`config.mk`:
```
export PLATFORM = sky130hd
export DESIGN_NAME = isolde_instr_window
export DESIGN_NICKNAME = d
export VERILOG_FILES = /design/src/rtl/isolde_decoder_pkg.sv /design/src/rtl/isolde_skid_fifo.sv /design/src/rtl/isolde_instr_window.sv
export SDC_FILE = /design/constraint.sdc
export NUM_CORES = 1
export LEC_CHECK = 0
export CAP_MARGIN = 20
export CORE_MARGIN = 5
export CORE_UTILIZATION = 55
export CTS_BUF_LIST = sky130_fd_sc_hd__clkbuf_2 sky130_fd_sc_hd__clkbuf_4 sky130_fd_sc_hd__clkbuf_8
export DETAILED_ROUTE_END_ITERATION = 7
export PLACE_DENSITY = 0.94
export SYNTH_ARGS = -nofsm -noshare
export SYNTH_HDL_FRONTEND = slang
export SYNTH_SLANG_ARGS = --single-unit
```
`constraint.sdc`:
```
create_clock -name clk_i -period 7.7 [get_ports clk_i]
set_clock_uncertainty 0.1 [all_clocks]
set_input_delay 1.155 -clock clk_i [delete_from_list [all_inputs] [get_ports clk_i]]
set_output_delay 1.155 -clock clk_i [all_outputs]
set_load 0.005 [all_outputs]
```
`src/rtl/isolde_decoder_pkg.sv`:
```
// Shared types and defaults for the instruction window feeding the decoder.
// Holds the window FSM state encoding and the default batch geometry.
package isolde_decoder_pkg;

    localparam int unsigned WINDOW_DEFAULT = 5;
    localparam int unsigned SKID_DEFAULT   = 2;

    typedef enum logic [1:0] {
        IDLE,
        PRIME,
        STREAM,
        HOLD
    } win_state_e;

    // Running state implied by a fill level once no stall is pending.
    function automatic win_state_e state_for_fill(
        input logic [2:0] fill,
        input logic [2:0] full
    );
        if (fill == 3'd0) return IDLE;
        if (fill == full) return STREAM;
        return PRIME;
    endfunction

endpackage

```
`src/rtl/isolde_skid_fifo.sv`:
```
// Small skid FIFO with a registered ready and synchronous flush.
// Ready reflects the occupancy left after this cycle's push/pop.
module isolde_skid_fifo #(
    parameter int unsigned WIDTH = 32,
    parameter int unsigned DEPTH = 2
) (
    input  logic             clk_i,
    input  logic             rst_ni,
    input  logic             flush,
    input  logic             push,
    input  logic [WIDTH-1:0] push_data,
    output logic             ready,
    input  logic             pop,
    output logic             head_valid,
    output logic [WIDTH-1:0] head_data
);

    localparam int unsigned PW = (DEPTH > 1) ? $clog2(DEPTH) : 1;
    localparam int unsigned CW = $clog2(DEPTH + 1);

    logic [DEPTH-1:0][WIDTH-1:0] mem;
    logic [PW-1:0]               wr_ptr;
    logic [PW-1:0]               rd_ptr;
    logic [CW-1:0]               count_q;
    logic [CW-1:0]               count_d;

    function automatic logic [PW-1:0] bump(input logic [PW-1:0] p);
        return (p == PW'(DEPTH - 1)) ? '0 : p + 1'b1;
    endfunction

    assign head_valid = (count_q != '0);
    assign head_data  = mem[rd_ptr];

    // Occupancy after this cycle's push/pop, cleared by flush.
    always_comb begin
        count_d = count_q;
        if (flush) begin
            count_d = '0;
        end else if (push && !pop) begin
            count_d = count_q + 1'b1;
        end else if (!push && pop) begin
            count_d = count_q - 1'b1;
        end
    end

    // Pointers, occupancy and the registered ready flag.
    always_ff @(posedge clk_i or negedge rst_ni) begin
        if (!rst_ni) begin
            wr_ptr  <= '0;
            rd_ptr  <= '0;
            count_q <= '0;
            ready   <= 1'b1;
        end else begin
            count_q <= count_d;
            ready   <= (count_d < CW'(DEPTH));
            if (flush) begin
                wr_ptr <= '0;
                rd_ptr <= '0;
            end else begin
                if (push) wr_ptr <= bump(wr_ptr);
                if (pop)  rd_ptr <= bump(rd_ptr);
            end
        end
    end

    // Storage array; contents behind the pointers are don't-care.
    always_ff @(posedge clk_i) begin
        if (push && !flush) mem[wr_ptr] <= push_data;
    end

    a_no_overflow : assert property (
        @(posedge clk_i) disable iff (!rst_ni)
        (push && !flush) |-> (count_q < CW'(DEPTH))
    );

    a_no_underflow : assert property (
        @(posedge clk_i) disable iff (!rst_ni)
        (pop && !flush) |-> (count_q != '0)
    );

endmodule

```
`src/rtl/isolde_instr_window.sv`:
```
// Sliding window of fetched words presented to the decoder as a batch.
// Words shift in one per cycle, bypassing the skid FIFO when it is empty.
module isolde_instr_window
    import isolde_decoder_pkg::*;
#(
    parameter int unsigned WINDOW     = WINDOW_DEFAULT,
    parameter int unsigned SKID_DEPTH = SKID_DEFAULT
) (
    input  logic                   clk_i,
    input  logic                   rst_ni,
    input  logic                   flush_i,
    input  logic                   stall_i,
    input  logic                   in_valid_i,
    input  logic [31:0]            in_instr_i,
    output logic                   in_ready_o,
    output logic [WINDOW-1:0][31:0] batch_o,
    output logic                   batch_valid_o,
    output logic [2:0]             fill_o,
    output logic                   primed_o
);

    localparam logic [2:0] FULL = 3'(WINDOW);

    logic        accept;
    logic        shift;
    logic        pop;
    logic        push;
    logic        head_valid;
    logic [31:0] head;
    logic [31:0] new_word;
    logic [2:0]  fill_d;

    logic [WINDOW-1:0][31:0] batch_q;
    logic                    batch_valid_q;
    logic [2:0]              fill_q;
    win_state_e              state_q;
    win_state_e              state_d;

    assign accept   = in_valid_i && in_ready_o;
    assign shift    = !stall_i && !flush_i && (head_valid || accept);
    assign pop      = shift && head_valid;
    assign push     = accept && !flush_i && !(shift && !head_valid);
    assign new_word = head_valid ? head : in_instr_i;
    assign fill_d   = (shift && fill_q != FULL) ? fill_q + 3'd1 : fill_q;

    isolde_skid_fifo #(
        .WIDTH (32),
        .DEPTH (SKID_DEPTH)
    ) u_skid (
        .clk_i      (clk_i),
        .rst_ni     (rst_ni),
        .flush      (flush_i),
        .push       (push),
        .push_data  (in_instr_i),
        .ready      (in_ready_o),
        .pop        (pop),
        .head_valid (head_valid),
        .head_data  (head)
    );

    // Window shift register, shift pulse and saturating fill count.
    always_ff @(posedge clk_i or negedge rst_ni) begin
        if (!rst_ni) begin
            batch_q       <= '0;
            batch_valid_q <= 1'b0;
            fill_q        <= '0;
        end else if (flush_i) begin
            batch_q       <= '0;
            batch_valid_q <= 1'b0;
            fill_q        <= '0;
        end else if (shift) begin
            for (int k = WINDOW - 1; k > 0; k--) begin
                batch_q[k] <= batch_q[k-1];
            end
            batch_q[0]    <= new_word;
            batch_valid_q <= 1'b1;
            fill_q        <= fill_d;
        end else begin
            batch_valid_q <= 1'b0;
        end
    end

    // Window state register.
    always_ff @(posedge clk_i or negedge rst_ni) begin
        if (!rst_ni) state_q <= IDLE;
        else         state_q <= state_d;
    end

    // Next-state: prime, stream, hold on stall, flush back to idle.
    always_comb begin
        state_d = state_q;
        unique case (state_q)
            IDLE: begin
                if (shift) state_d = state_for_fill(fill_d, FULL);
            end
            PRIME, STREAM: begin
                if (stall_i)    state_d = HOLD;
                else if (shift) state_d = state_for_fill(fill_d, FULL);
            end
            HOLD: begin
                if (!stall_i) state_d = state_for_fill(fill_d, FULL);
            end
            default: state_d = IDLE;
        endcase
        if (flush_i) state_d = IDLE;
    end

    assign batch_o       = batch_q;
    assign batch_valid_o = batch_valid_q;
    assign fill_o        = fill_q;
    assign primed_o      = (fill_q == FULL);

endmodule

```
==> results of run 1 <==
[power groups by stage]
stage          combinational, mW  clock [mW]  sequential [mW]
6_report                   0.348        1.09             1.36
5_1_grt                    0.376        1.18             1.36
4_1_cts                    0.345        1.12             1.36
3_5_place_dp               0.344           0             1.38
3_3_place_gp               0.337           0             1.38
2_1_floorplan              0.203           0             1.37
[registers in the layout, summed over array words and instances (netlist names)]
signal          flops
batch_o           160
batch_valid_o       1
fill_o              3
u_skid.count_q      2
u_skid.mem         64
u_skid.rd_ptr       1
u_skid.ready        1
u_skid.wr_ptr       1
[cell type report]
cell class              instances  area [sq um]
flip-flops and latches        233          6150
fillers                      1213          5170
multi-input cells             428          3240
repair buffers                212          2110
clock buffers                  61           764
well taps                     229           287
clock inverters                 8          37.5
inverters                       5          21.3
[stage by stage]
stage                     cell area, sq um  hold WS (ns)  util, %  total power, mW
final                                12600         0.406     70.9             2.80
after global routing                 12600         0.424     70.9             2.92
after CTS                            12600         0.411     70.8             2.82
after detailed placement             11800         0.398     66.3             1.73
after global placement               11800         0.392     66.3             1.72
after floorplan                       9860         0.403        -             1.58
[cell families after synthesis]
family	after synthesis
XOR/XNOR	1
flip-flops	233
adder cells (fa/ha/maj)	3
multiplexers	38
AO/OA/AOI/OAI	228
buffers and inverters	86
AND/OR/NAND/NOR	158
[worst paths after layout]
| path | endpoint | slack [ns] | cells past startpoint |
|---|---|---|---|
| max | batch_o[84]$_DFFE_PN0P_ | 3.89 | 5 |
| min | batch_o[144]$_DFFE_PN0P_ | 0.41 | 1 |
| max reg2reg | batch_o[84]$_DFFE_PN0P_ | 4.46 | 6 |
| min reg2reg | batch_o[144]$_DFFE_PN0P_ | 0.41 | 1 |
| max in group asynchronous | batch_o[129]$_DFFE_PN0P_ | 5.38 | 2 |
| min in group asynchronous | batch_o[149]$_DFFE_PN0P_ | 0.60 | 1 |
[layer usage]
metal / up-vias / GRT usage (%)
met5: - / 0
met4: 0 / 8.33
li1: 3229 / -
met2: 268 / 35.0
met3: 53 / 5.32
met1: 3652 / 31.7
[placed cells by master, fill, tap and decap left out, types with 10 or more instances in the layout]
| cell type | Yosys | layout |
|---|---|---|
| clkdlybuf4s50_1 | 0 | 201 |
| dfrtp_1 | 168 | 168 |
| and3_1 | 129 | 129 |
| a31o_1 | 98 | 98 |
| edfxtp_1 | 64 | 64 |
| clkbuf_8 | 0 | 49 |
| o21ai_0 | 30 | 30 |
| mux2_2 | 30 | 30 |
| a31o_2 | 30 | 30 |
| o22ai_1 | 26 | 26 |
| o211ai_1 | 24 | 24 |
| clkbuf_4 | 0 | 12 |
| nand2_1 | 10 | 10 |
==> impl_results.md, run 1 <==
- Outcome: finished, final reports clean
- Post-synth EDFFs: 64
- Relative slew margins: 26.2%
- Simple-Gate Fraction of Synth Area: 9.96%
- Share of layout cells above drive strength 1: 15.5%
- Comb pwr share: between 10% and 20%
- Synth Instances: 747
- Slew Viols, Final: 0
- First-pass iteration count of the detailed router: 5
- Dpl cells: 1106
- Post-CTS sizing: 0
- Non-Filler Instances: 1176
- Post-layout min period: 3.81 ns
- Sw Pwr: ~0.71 mW
- Die W: 144 um
- Starting Density: a little under three fifths
- Max VDD drop: 148 uV
- Worst Hold Class: flop to flop
- Final period util: 49.5%
- Drt via density: 6.12
- Final Hold Fails: 0
- CP peak stage delay: ~0.76 ns
- H-tree depth: 2
- FF-to-FF Start: u_skid.count_q[0]$_DFFE_PN0P_
- Internal: 2.09 mW
- CP Buf/Inv Count: 2
- Unrepaired setup endpoints after global routing: false
- GRT overflow: 0
- Yosys top cell area share: a little over two fifths
- Crit path arrival time: 4.11 ns
- First-pass GRT wire length: 37.8 mm
- Synth top area cells: dfrtp_1 43%, edfxtp_1 19%, a31o_1 8.7%
- Post-Synth XOR/XNOR Area: less than 1%
- DRT iter0 DRCs: 641
- Die ar.: ~21000 sq um
- P per Cell Area: 222 nW/um^2
- Adder-cell share of the synthesized area: 0.381%
- Flop pwr share: a little under 50%
- Final setup vio count: 0
- ANT cells: 0
- CP Max Fanout: between 150 and 200
- Slowest stage cell, crit path: buf_4
- Post-DRT Antenna Nets: 0
- Tot GR Track Use: a little under a quarter
- Main combinational cell family by area after synthesis: compound AO/OA/AOI/OAI gates
- Core Region: about 18000 sq um
- Crit path capture type: flop
- CTS Hold Bufs: 0
- Fin Setup TNS: 0 ns
- Required time worst endpoint: 8.00 ns
- Top sig layer: met4
- Routed metal-1 wirelength: ~10 mm
- HP Start: batch_o[144]$_DFFE_PN0P_
- Largest net degree at the start of global routing: 162
- Number of I/O port buffers: approximately 200
- Clock network fraction of total power: about two fifths
- Yosys cell types: 45
- Mean post-synth cell area: 13.2 sq um
- DR WL met2: 11.3 mm
- Vias in the first global route: ~7000
- I/O Pins: approximately 200
- Post-layout net count: 958
- Register area share after synthesis: 62.4%
- Placer Congestion: 0.791
- Yosys top cell by area: dfrtp_1
- Drt wl/cell: 20.5 um
- Die H: 144 um
- Worst skew pair latency: ~0.51 ns
- Ys flop type: dfrtp_1
- Via count: 7202
- Dpl hpwl: 14.9 mm
- Achievable Freq: ~260 MHz
- Most common cell in the synthesized netlist: dfrtp_1
- Max Buffers Root-to-Sink: 3
- Ys Warns: 0
- Cell Rows: between 40 and 50
- Tightest Pin Transition: 1.11 ns
- # Max-Cap Violations: 0
- Leakage: roughly 5.7 nW
- TritonCTS clock tree: done
- Clk root buf: clkbuf_8
- Critical path, cell by cell: clkdlybuf4s50_1 -> a21bo_4 -> buf_4 -> nand2_8 -> a31o_2
- Asr flop ratio synth: approximately 73%
- CTS Buf Count: 38
- Total routed wirelength: 24.1 mm
- Complex-gate fraction of the synthesized area: 18.0%
- Startpoint types: primary input
- DRC errors left: 0
- Post-CTS setup buffer count: 0
- Switching share of power: 25.3%
- Placement Setup Slack: 3.48 ns
- Mux cell area share after synthesis: 4.24%
- Flops & latches, synth: 233
- Worst Path Class, Setup: primary input to flop
- Worst-path clk slew: approximately 0.060 ns
- Post-Synthesis Cell Area: approximately 10000 sq um
- Post-route setup slack: 3.89 ns
- Routed wire length on met3: 1.70 mm
- Antenna violations before repair: 0
- Post-Syn Nets: 787
- Family with the most delay on the worst path: buffers and inverters
- CTS sink count: about 230
- Critical Path Source: in_valid_i
- Area Growth Syn to Fin: 27.9%
- Commonest cells in the netlist: 168 x dfrtp_1, 129 x and3_1, 98 x a31o_1, 64 x edfxtp_1
No activity file was read; power rests on OpenSTA's default activity.
==> run 2, diff against run 1 <==
CORE_UTILIZATION = 48   (was 55)
PLACE_DENSITY = 0.88   (was 0.94)
clock period = 3.16 ns   (was 7.7 ns; I/O delays follow)
==> run 2 against run 1 <==
Effect of this change: register-to-register slack lost 3.7 ns; sequential share of layout area shrank 0.67 points; clock power grew 140%; first-iteration DRC count shrank 19%; utilization shrank 7.7 points; worst setup slack lost 3.3 ns.
==> impl_results.md, run 2 (synthesis results as in run 1) <==
- Commonest cells after routing, fill and taps aside: 201 x clkdlybuf4s50_1, 168 x dfrtp_1, 129 x and3_1, 98 x a31o_1, 64 x edfxtp_1 (unchanged)
- Starting Density: 48.7% (was 55.5%)
- Worst Hold Class: primary input to asynchronous set/reset pin (was flop to flop)
- Post-CTS sizing: 0 (unchanged)
- Drt wl/cell: 20.4 um (was 20.5 um)
- Post-route setup slack: 0.640 ns (was 3.89 ns)
- Core Region: 20200 sq um (was 17800 sq um)
- First-pass GRT wire length: 39.9 mm (was 37.8 mm)
- Placed cell area: 12000 sq um (was 11800 sq um)
- Share of layout cells above drive strength 1: 15.4% (was 15.5%)
- Slew Viols, Final: 0 (unchanged)
- Placer Congestion: 0.791 (about the same)
- Max Buffers Root-to-Sink: 3 (unchanged)
- Final Hold Fails: 0 (unchanged)
- Max VDD drop: 442 uV (was 148 uV)
- Clk root buf: clkbuf_8 (unchanged)
- # Max-Cap Violations: 0 (unchanged)
- Post-CTS setup buffer count: 0 (unchanged)
- Final setup vio count: 0 (unchanged)
- Achievable Freq: 397 MHz
- FF-to-FF Start: u_skid.count_q[0]$_DFFE_PN0P_ (unchanged)
- DR WL met2: 11.7 mm (was 11.3 mm)
- DRT iter0 DRCs: 517 (was 641)
- Outcome: finished, final reports clean (unchanged)
- Tot GR Track Use: 20.6% (was 22.7%)
- P per Cell Area: 536 nW/um^2 (was 222 nW/um^2)
- Worst-path clk slew: 0.06 ns (about the same)
- First-pass iteration count of the detailed router: 5 (unchanged)
- Relative slew margins: 49.9% (was 26.2%)
- ANT cells: 0 (unchanged)
- Via count: 7130 (was 7202)
- Cell Rows: 52 (was 49)
- Tightest Pin Transition: 0.752 ns (was 1.11 ns)
- Die H: 153 um (was 144 um)
- Total power: 6.85 mW (was 2.80 mW)
- Reg-to-reg endpoint: batch_o[127]$_DFFE_PN0P_ (was batch_o[84]$_DFFE_PN0P_)
- Vias in the first global route: 7063 (was 6971)
- Die ar.: 23500 sq um (was 20700 sq um)
- Worst skew pair latency: 0.52 ns (was 0.51 ns)
- Unrepaired setup endpoints after global routing: false (unchanged)
- Top sig layer: met4 (unchanged)
- Crit path capture type: primary output (was flop)
- Number of flip-flops in the largest register: 160 (unchanged)
- Post-layout min period: between 2 and 3 ns
- Largest net degree at the start of global routing: 97 (was 162)
- Dpl hpwl: 16.1 mm (was 14.9 mm)
- Drt via density: 5.82 (was 6.12)
- Routed metal-1 wirelength: 10.9 mm (was 10.5 mm)
- CTS Buf Count: 39 (was 38)
- Die W: 153 um (was 144 um)
- Final Cell Area: 12800 sq um (was 12600 sq um)
- Post-DRT Antenna Nets: 0 (unchanged)
- Placement Setup Slack: 0.517 ns (was 3.48 ns)
- Post-layout net count: 970 (was 958)
- R2r setup slk: 0.75 ns (was 4.46 ns)
- Required time worst endpoint: 2.59 ns (was 8.00 ns)
- DRC errors left: 0 (unchanged)
- Leakage: 5.71 nW (was 5.66 nW)
- Total routed wirelength: 25.0 mm (was 24.1 mm)
- Startpoint types: flop (was primary input)
- Routed wire length on met3: 1.66 mm (was 1.70 mm)
- I/O Pins: 203 (unchanged)
- Fillers: 1526 (was 1213)
- GRT overflow: 0 (unchanged)
- CP Max Fanout: 5 (was 161)
- Final period util: 79.7%
- Area Growth Syn to Fin: 29.7% (was 27.9%)
- Number of I/O port buffers: 202 (unchanged)
- CTS sink count: 233 (unchanged)
- Antenna violations before repair: 0 (unchanged)
- TritonCTS clock tree: done (unchanged)
- Worst Path Class, Setup: flop to primary output (was primary input to flop)
- Commonest non-fill, non-tap cell in the layout: clkdlybuf4s50_1 (unchanged)
- Fin Setup TNS: 0 ns (unchanged)
- H-tree depth: 2 (unchanged)
- FF-to-FF path depth: 6 (unchanged)
- Crit path arrival time: 1.95 ns (was 4.11 ns)
run 2: cell types whose count changed in the layout (fill, tap and decap cells not counted), moves of 2 or more:
cell / previous run / this run
clkinv_1: 2 / 9
buf_4: 9 / 15
clkbuf_8: 49 / 43
buf_12: 0 / 5
clkbuf_4: 12 / 9
clkinv_2: 6 / 3
bufinv_16: 0 / 2
run 2: cell type report:
type	instances	area (sq um)	area share, %
multi-input cells	428	3260	25.5
repair buffers	223	2250	17.6
clock buffers	52	659	5.16
inverters	5	21.3	0.166
well taps	270	338	2.64
flip-flops and latches	233	6150	48.1
clock inverters	14	109	0.852
run 2: what timing repair did:
item,in CTS,in global routing
setup endpoints to repair,0,0
hold endpoints to repair,38,0
hold buffers,1,0
run 2: routing by layer:
| metal | vias to the layer above | GRT usage, % |
|---|---|---|
| met5 | - | 0 |
| met2 | 267 | 32.1 |
| met4 | 0 | 7.30 |
| li1 | 3257 | - |
| met1 | 3556 | 28.4 |
| met3 | 50 | 4.95 |
run 2: critical path: stages (launching register included):
cell and delay, ns:
dfrtp_1 0.41, inv_1 0.07, ha_1 0.15, and2_1 0.22
clkdlybuf4s50_1 0.58
run 2: worst max-delay path by stage:
stage	from	slack, ns	end
floorplan	u_skid.count_q[0]$_DFFE_PN0P_	0.54	u_skid.mem[32]$_DFFE_PP_
global placement	stall_i	0.56	fill_o[2]$_DFFE_PN0P_
detailed placement	stall_i	0.52	fill_o[2]$_DFFE_PN0P_
CTS	fill_o[1]$_DFFE_PN0P_	0.63	primed_o
global route	fill_o[1]$_DFFE_PN0P_	0.51	primed_o
finish	fill_o[1]$_DFFE_PN0P_	0.64	primed_o
run 2: stage by stage:
step                      instances  utilization, %  hold slack (ns)
after floorplan                 747               -           0.0784
after global placement         1158            59.3            0.310
after detailed placement       1158            59.3            0.311
after CTS                      1225            63.2            0.322
after global routing           1225            63.2            0.355
final                          1225            63.2            0.331
run 2: where the power goes:
part / internal, mW / switching [mW] / leakage (nW)
sequential: 3.22 / 0.0893 / 2.92
clock: 1.51 / 1.14 / 0.405
combinational: 0.372 / 0.517 / 2.39
==> run 3, diff against run 2 <==
clock period = 2.25 ns   (was 3.16 ns; I/O delays follow)
==> run 3 against run 2 <==
Effect of this change: register-to-register slack worse by 0.56 ns; cell count is 0.73% higher; hold slack worse by 0.076 ns; power is 40% higher; cell area is 1.7% higher; largest cell class unchanged; largest power group unchanged; highest routed layer unchanged.
==> impl_results.md, run 3 (synthesis results as in run 1) <==
- Worst Path Class, Setup: flop to primary output (unchanged)
- Drt via density: 5.81 (was 5.82)
- Worst Hold Class: primary input to asynchronous set/reset pin (unchanged)
- Drt wl/cell: 20.3 um (was 20.4 um)
- Area Growth Syn to Fin: 31.8% (was 29.7%)
- Cell Rows: 52 (unchanged)
- Non-Filler Instances: 1234 (was 1225)
- Number of I/O port buffers: 202 (unchanged)
- Crit path arrival time: 1.65 ns (was 1.95 ns)
- Relative slew margins: 64.1% (was 49.9%)
- Dpl hpwl: 16.7 mm (was 16.1 mm)
- ANT cells: 0 (unchanged)
- CP Buf/Inv Count: 1 (was 2)
- Clk root buf: clkbuf_8 (unchanged)
- Core Region: 20200 sq um (unchanged)
- Critical Path Source: u_skid.ready$_DFF_PN1_ (was fill_o[1]$_DFFE_PN0P_)
- Dpl cells: 1165 (was 1158)
- CTS sink count: 233 (unchanged)
- CP peak stage delay: 0.61 ns (was 0.58 ns)
- Antenna violations before repair: 0 (unchanged)
- Starting Density: 48.7% (unchanged)
- Max VDD drop: 528 uV (was 442 uV)
- Via count: 7175 (was 7130)
- Die ar.: 23500 sq um (unchanged)
- Critical path, cell by cell: clkdlybuf4s50_1 (was inv_1 -> ha_1 -> and2_1 -> clkdlybuf4s50_1)
- P per Cell Area: 738 nW/um^2 (was 536 nW/um^2)
- Number of flip-flops in the largest register: 160 (unchanged)
- Final Hold Fails: 0 (unchanged)
- Fillers: 1500 (was 1526)
- Placer Congestion: 0.783 (was 0.791)
- Total routed wirelength: 25.1 mm (was 25.0 mm)
- First-pass GRT wire length: 40.0 mm (was 39.9 mm)
- # Max-Cap Violations: 0 (unchanged)
- Total power: 9.59 mW (was 6.85 mW)
- Commonest cells after routing, fill and taps aside: 200 x clkdlybuf4s50_1, 168 x dfrtp_1, 129 x and3_1, 98 x a31o_1, 64 x edfxtp_1 (was 201 x clkdlybuf4s50_1, 168 x dfrtp_1, 129 x and3_1, 98 x a31o_1, 64 x edfxtp_1)
- Post-DRT Antenna Nets: 0 (unchanged)
- Tightest Pin Transition: 0.538 ns (was 0.752 ns)
- FF-to-FF Start: u_skid.count_q[1]$_DFF_PN0_ (was u_skid.count_q[0]$_DFFE_PN0P_)
- Outcome: finished, final reports clean (unchanged)
- Leakage: 5.81 nW (was 5.71 nW)
- Post-layout min period: 2.09 ns
- First-pass iteration count of the detailed router: 7 (was 5)
- Die H: 153 um (unchanged)
- Tot GR Track Use: 20.6% (about the same)
- Share of layout cells above drive strength 1: 16.9% (was 15.4%)
- Post-layout net count: 978 (was 970)
- Commonest non-fill, non-tap cell in the layout: clkdlybuf4s50_1 (unchanged)
- Slowest stage cell, crit path: dfstp_2 (was clkdlybuf4s50_1)
- Vias in the first global route: 7182 (was 7063)
- Worst-path clk slew: 0.06 ns (about the same)
- Startpoint types: flop (unchanged)
- DRT iter0 DRCs: 505 (was 517)
- I/O Pins: 203 (unchanged)
- Final setup vio count: 0 (unchanged)
- Unrepaired setup endpoints after global routing: false (unchanged)
- Sequential cell area: 6150 sq um (unchanged)
- Final period util: between 90% and 100%
- Required time worst endpoint: 1.81 ns (was 2.59 ns)
- Hold_ws: 0.255 ns (was 0.331 ns)
- Largest net degree at the start of global routing: 83 (was 97)
- Area of the multi-input gates: 3270 sq um (was 3260 sq um)
- TritonCTS clock tree: done (unchanged)
- DRC errors left: 0 (unchanged)
- Max Buffers Root-to-Sink: 3 (unchanged)
- H-tree depth: 2 (unchanged)
- Die W: 153 um (unchanged)
- Final core utilization: 64.2% (was 63.2%)
- Crit path depth: 1 (was 4)
- CP Max Fanout: 6 (was 5)
- Crit path capture type: primary output (unchanged)
- FF-to-FF path depth: 6 (unchanged)
- Worst skew pair latency: 0.51 ns (was 0.52 ns)
- GRT overflow: 0 (unchanged)
- CTS Buf Count: 39 (unchanged)
- Family with the most delay on the worst path: flip-flops (was buffers and inverters)
- Achievable Freq: 479 MHz
- Slew Viols, Final: 0 (unchanged)
## run 3: area by class of cell
type,instances,area share [%]
multi-input combinational,428,25.2
clock buffer,59,5.57
timing repair buffer,231,18.9
clock inverter,8,0.260
inverter,5,0.164
sequential,233,47.3
tap,270,2.60
## run 3: final timing paths
check,slack (ns),endpoint
setup / recovery,0.16,in_ready_o
hold / removal,0.26,batch_o[132]$_DFFE_PN0P_
setup reg to reg,0.19,batch_o[144]$_DFFE_PN0P_
hold reg to reg,0.41,batch_o[158]$_DFFE_PN0P_
max in group asynchronous,1.13,batch_o[115]$_DFFE_PN0P_
min in group clk_i,0.35,u_skid.mem[23]$_DFFE_PP_
## run 3: where the power goes
group          switching (mW)  internal [mW]
sequential              0.126           4.53
clock                    1.56           2.04
combinational           0.740          0.589
total                    2.43           7.16
## run 3: metrics by stage
stage	instance area (sq um)	TNS, ns	worst slack, ns
2_1_floorplan	9910	-10.71	-0.202
3_3_place_gp	12200	0	0.0519
3_5_place_dp	12200	0	0.0364
4_1_cts	13000	0	0.127
5_1_grt	13000	0	0.0421
6_report	13000	0	0.162
## run 3: per-layer routing
layer / global-route usage (%) / part of all wire, %
met5: 0 / 0
met4: 6.41 / 2.5
met3: 4.89 / 6.9
met2: 33.2 / 48
met1: 27.8 / 43
## run 3: timing repair
item,in CTS,in global routing
setup endpoints to repair,1,0
hold endpoints to repair,51,0
gates resized for setup,1,0
setup buffers,1,0
hold buffers,1,0
